## src/rtl/pc_fetch_unit.sv

```systemverilog
// rtl/pc_fetch_unit.sv - IF-stage PC owner, ROM address driver and IF/ID pipeline latch
// Optional HALT-opcode detection is built when FETCH_HALT_EN is defined.
module pc_fetch_unit #(
  parameter int              PC_W        = 11,
  parameter int              INSTR_W     = 32,
  parameter logic [PC_W-1:0] RESET_PC    = '0,
  parameter logic [5:0]      HALT_OPCODE = 6'h3F
) (
  input  logic               clk,
  input  logic               reset,
  input  logic               stall,
  input  logic               branch_taken,
  input  logic [PC_W-1:0]    branch_target,
  input  logic [INSTR_W-1:0] imem_rdata,
  output logic [PC_W-1:0]    imem_addr,
  output logic               imem_en,
  output logic [PC_W-1:0]    incremento,
  output logic [INSTR_W-1:0] if_id_instr,
  output logic [PC_W-1:0]    if_id_pc_plus1,
  output logic               if_id_valid,
  output logic               halted
);

  localparam logic [1:0] ST_PRIME = 2'd0;
  localparam logic [1:0] ST_RUN   = 2'd1;
  localparam logic [1:0] ST_STALL = 2'd2;
  localparam logic [1:0] ST_HALT  = 2'd3;

  localparam logic [PC_W-1:0] PC_ONE = {{(PC_W-1){1'b0}}, 1'b1};

  logic [1:0]         state_q, state_d;
  logic [PC_W-1:0]    pc_q, pc_d;
  logic [PC_W-1:0]    rd_pc_q, rd_pc_d;
  logic               rd_valid_q, rd_valid_d;
  logic [INSTR_W-1:0] if_id_instr_q, if_id_instr_d;
  logic [PC_W-1:0]    if_id_pc_plus1_q, if_id_pc_plus1_d;
  logic               if_id_valid_q, if_id_valid_d;
  logic               imem_en_c;
  logic               halt_hit;

`ifdef FETCH_HALT_EN
  assign halt_hit = if_id_valid_q && (if_id_instr_q[31:26] == HALT_OPCODE) && !branch_taken;
  assign halted   = (state_q == ST_HALT);
`else
  logic unused_halt_opcode;
  assign unused_halt_opcode = ^HALT_OPCODE;
  assign halt_hit = 1'b0;
  assign halted   = 1'b0;
`endif

  always_comb begin
    state_d          = state_q;
    pc_d             = pc_q;
    rd_pc_d          = rd_pc_q;
    rd_valid_d       = rd_valid_q;
    if_id_instr_d    = if_id_instr_q;
    if_id_pc_plus1_d = if_id_pc_plus1_q;
    if_id_valid_d    = if_id_valid_q;
    imem_en_c        = 1'b1;

    if (state_q == ST_HALT) begin
      imem_en_c = 1'b0;
    end else if (branch_taken) begin
      // The ROM word arriving next edge belongs to the old path, so it is marked squashed.
      state_d          = ST_RUN;
      pc_d             = branch_target;
      rd_pc_d          = pc_q;
      rd_valid_d       = 1'b0;
      if_id_instr_d    = imem_rdata;
      if_id_pc_plus1_d = rd_pc_q + PC_ONE;
      if_id_valid_d    = 1'b0;
    end else if (state_q == ST_PRIME) begin
      state_d = ST_RUN;
    end else if (halt_hit) begin
      state_d       = ST_HALT;
      if_id_valid_d = 1'b0;
      imem_en_c     = 1'b0;
    end else if (stall) begin
      state_d   = ST_STALL;
      imem_en_c = 1'b0;
    end else begin
      state_d          = ST_RUN;
      pc_d             = pc_q + PC_ONE;
      rd_pc_d          = pc_q;
      rd_valid_d       = 1'b1;
      if_id_instr_d    = imem_rdata;
      if_id_pc_plus1_d = rd_pc_q + PC_ONE;
      if_id_valid_d    = rd_valid_q;
    end
  end

  always_ff @(posedge clk or posedge reset) begin
    if (reset) begin
      state_q          <= ST_PRIME;
      pc_q             <= RESET_PC;
      rd_pc_q          <= '0;
      rd_valid_q       <= 1'b0;
      if_id_instr_q    <= '0;
      if_id_pc_plus1_q <= '0;
      if_id_valid_q    <= 1'b0;
    end else begin
      state_q          <= state_d;
      pc_q             <= pc_d;
      rd_pc_q          <= rd_pc_d;
      rd_valid_q       <= rd_valid_d;
      if_id_instr_q    <= if_id_instr_d;
      if_id_pc_plus1_q <= if_id_pc_plus1_d;
      if_id_valid_q    <= if_id_valid_d;
    end
  end

  assign imem_addr      = pc_q;
  assign imem_en        = imem_en_c;
  assign incremento     = pc_q + PC_ONE;
  assign if_id_instr    = if_id_instr_q;
  assign if_id_pc_plus1 = if_id_pc_plus1_q;
  assign if_id_valid    = if_id_valid_q;

endmodule

```

## config.mk

```make
export PLATFORM = sky130hd
export DESIGN_NAME = pc_fetch_unit
export DESIGN_NICKNAME = d
export VERILOG_FILES = /design/src/rtl/pc_fetch_unit.sv
export SDC_FILE = /design/constraint.sdc
export NUM_CORES = 1
export LEC_CHECK = 0
export ABC_CLOCK_PERIOD_IN_PS = 7200
export CORE_MARGIN = 3
export CORE_UTILIZATION = 48
export DETAILED_ROUTE_END_ITERATION = 16
export PLACE_DENSITY = 0.89
export REMOVE_ABC_BUFFERS = 1
export SETUP_SLACK_MARGIN = 0.4
export SYNTH_ARGS = -nofsm -noshare
export SYNTH_HDL_FRONTEND = slang
export SYNTH_SLANG_ARGS = --single-unit
export TNS_END_PERCENT = 1
```

## constraint.sdc

```tcl
create_clock -name clk -period 7.2 [get_ports clk]
set_clock_uncertainty 0.1 [all_clocks]
set_input_delay 1.44 -clock clk [delete_from_list [all_inputs] [get_ports clk]]
set_output_delay 1.44 -clock clk [all_outputs]
set_load 0.01 [all_outputs]
```

* Word level (Yosys, flattened, before mapping)
Index checks and enable logic that the tools add are counted.
Widths: inputs -> output; s select.
** Storage, ports and cells
- Register bits :: 69
- Input port bits :: 47
- Output and inout port bits :: 68
- Word-level logic and storage cells :: 40
** Cells by class
- Add/subtract/negate cells :: 2
- Equal/unequal tests :: 3
- Multiplexer cells :: 25
- Bitwise operators :: 1
- Reductions and logical operators :: 2
** Operators by type and width (count)
- $mux 11 :: 9
- $mux 32 :: 3
- $add 11x1->11 const B :: 2
- $mux 1 :: 10
- $mux 2 :: 3
- $reduce_and 3->1 :: 1
- $eq 2x2->1 const B :: 1
- $logic_not 2->1 :: 1
- $ne 2x1->1 const B :: 1
- $ne 2x2->1 const B :: 1
- $not 1->1 :: 1

* Logic depth before layout (Yosys ltp)
- Word-level depth :: 4
- Mapped depth :: 6
- Mapped depth without buffers :: 5

* Worst setup path before layout
Ideal clock, no wire load.
- Kind :: input -> output
- From :: input branch_taken
- To :: output imem_en
- Arrival time :: 1.843 ns
- Data required time :: 5.660 ns
- Path slack :: 3.817 ns
- Stages :: 4
- Buffers on the path :: 0
- Path through :: nand2b_1 -> nand2_1 -> o21a_1 -> inv_1
** Between the ends
- Cells in the longest elaborated chain, start to end :: 2
** Ends and longest elaborated chain
- from (decl) :: RTL line 12 : input logic branch_taken,
- $mux 1 :: RTL line 63 : end else if (branch_taken) begin
- $mux 1 :: RTL line 61 : if (state_q == ST_HALT) begin
- to (decl) :: RTL line 16 : output logic imem_en,
No other way between the ends.

* Final worst setup path
Same ends and word-level chain as after synthesis.

==> impl_results.md <==
* Post-route DRC at 0
* Critical Path RT at 5.66 ns
* Non-filler cells, final at 454
* Final design area excluding fillers at 4530 um2
* Number of synthesized flops with an enable pin at 0
* Pre-CTS setup slack at 2.01 ns
* Cell area after synthesis at 3190 um2
* Mux cell area share after synthesis at 0.145
* Initial antenna violation count at 0
* Cell area power density at 444 nW/um2
* Fin crit share at 0.724
* Slew @ Worst Pin at 1.04 ns
* XOR/XNOR share of the synthesized area at 0.0522
* Hold path endpoint: if_id_pc_plus1[7]
* Most frequent cells in the layout: 113 x clkdlybuf4s50_1, 69 x dfrtp_1, 40 x mux2_2
* Yosys warns at 0
* Post-CTS sizing at 0
* Max clock buf depth at 2
* FFs w/ async S/R, synth at 1.00
* Vias/cell at 5.13
* Input/output buffers at 113
* N_diodes at 0
* Synth Register Bits at 69
* Area delta synth->final at 42.1%
* Share of cells above drive strength 1 at 0.172
* Total Wirelength at 6790 um
* Global-route wire length before repair at 10800 um
* Reg2reg end: imem_addr[9]
* Final hold vios at 0
* Die area at 7650 um2
* Maximum fanout along the worst path at 34
* Crit path arrival time at 3.67 ns
* Area share of the largest cell type after synthesis at 0.542
* Clock sink total at 69
* FMAX at 0.192 GHz
* CTS tree: yes
* CTS root buf: clkbuf_8
* Placed cell count at 438
* H-tree level count at 3
* GRT Residual Overflow at 0
* Tmin final at 5.21 ns
* Postcts setup bufs at 0
* Slew HR at 0.306
* Hold WC Path Type: register to register
* Hpwl dp at 4590 um
* Synth unique cells at 45
* R2R depth at 4
* CTS clk-pin slew, worst paths at 0.06 ns
* Die width at 87.5 um
* Critical Path Sink Type: output pin
* Die height at 87.5 um
* Hold_sp: if_id_pc_plus1[7]
* Worst vdd ir at 375 uV
* Area leader, netlist: dfrtp_1
* Main area contributors after synthesis: dfrtp_1 54%, mux2_2 14%, o21ai_0 3.9%
* R2R setup slack at 4.63 ns
* Placeable Area at 6390 um2
* TNS Setup at 0 ns
* Vias in the first global route at 2301
* Final setup violating endpoints at 0
* Via count at 2328
* Commonest non-fill, non-tap cell in the layout: clkdlybuf4s50_1
* Layout Utilization at 0.709
* Initial DRT Pass Iterations at 4
* Max Cap Viol at 0
* Part of the Yosys area used for sequential elements at 0.542
* WL per Instance at 14.9 um
* Worst Setup Path Type: primary input to output pin
* Largest net degree at the start of global routing at 94
* Mapped Cells at 264
* Worst Setup Start Kind: primary input
* Leak at 0.00190 uW
* Worst-Skew Late Latency at 0.33 ns
* Initial Utilization at 0.499
* Compound-cell area share of the yosys netlist at 0.0844
* Crit Reg-Reg Startpoint: state_q[0]
* Placement Cell Area at 4300 um2
* Placer's final routability congestion estimate at 0.782
* Hold Crit Depth at 2
* Post-Synth Adder-Cell Area at 0.00786
* Largest family of logic cells by synthesized area: multiplexers
* Main synth FF type: dfrtp_1
* DRT iter0 DRCs at 105
* Mean Syn Cell Area at 12.1 um2
* CP startpoint: branch_taken
* Post-route ant nets at 0
* Num CTS Buffers at 9
* Hold_buf cts at 0
* All-Layer GR Usage at 0.182
* Worst Slack Setup Final at 1.99 ns
* Final Max Tran Viols at 0
* Nets at 421
* Io pins at 115
* Outcome: completed
* Synth Area in Simple Gates at 0.121
* Core Rows at 29
* RSZ-0062 raised after global routing: no
critical path: stages:
cell	delay, ns
clkdlybuf4s50_1	1.16
nand2b_1	0.30
nand2_1	0.08
o21a_1	0.12
inv_1	0.05
clkdlybuf4s50_1	0.52
area by class of cell:
cell class | count | area, um2
fill | 476 | 1860
sequential | 69 | 1730
multi-input combinational | 172 | 1320
timing repair buffer | 114 | 1140
clock buffer | 13 | 159
tap | 77 | 96.3
clock inverter | 3 | 67.6
inverter | 6 | 22.5
metrics by stage:
step | power [uW] | hold WS, ns
after floorplan | 1170 | 0.351
after detailed placement | 1670 | 0.370
after global placement | 1640 | 0.362
after CTS | 2030 | 0.386
after global routing | 2150 | 0.410
final | 2010 | 0.376
cells by family after synthesis:
kind of cell    after synthesis
buf+inv                      23
mux                          41
compound gates               45
simple gates                 64
fa+ha+maj                     2
flops                        69
xor+xnor                     19
other cells                   1
worst max-delay path by stage:
stage,endpoint,cells after the start,slack [ns]
after floorplan,imem_addr[7],4,3.53
after global placement,imem_en,6,2.06
after detailed placement,imem_en,6,2.01
after CTS,imem_en,6,1.98
after global routing,imem_en,6,1.83
final,imem_en,6,1.99
sequential cells by signal (all words and copies together) (netlist names):
signal / cells
rd_valid_q: 1
state_q: 2
if_id_pc_plus1: 11
rd_pc_q: 11
if_id_valid: 1
if_id_instr: 32
imem_addr: 11
cell usage after synthesis (3+ instances only):
cell and count:
a21oi_1 5, a22oi_1 3, and4_1 3, buf_2 3
buf_4 5, clkbuf_1 5, dfrtp_1 69, inv_1 6
mux2_2 40, nand2_1 24, nand3_1 7, nor2_1 6
o21ai_0 25, xnor2_1 6, xor2_1 13
power by group:
part | internal (uW) | switching (uW) | total [uW]
logic | 551 | 370 | 920
clock network | 214 | 133 | 347
registers | 577 | 164 | 741
total | 1340 | 666 | 2010
routing by layer:
| layer | vias up | GRT usage | share of wire |
|---|---|---|---|
| met4 | 0 | 0.0739 | 0.012 |
| met1 | 1098 | 0.231 | 0.43 |
| li1 | 1140 | - | - |
| met3 | 8 | 0.0426 | 0.071 |
| met2 | 82 | 0.298 | 0.49 |
| met5 | - | 0 | 0 |
No activity file was read; power rests on OpenSTA's default activity.
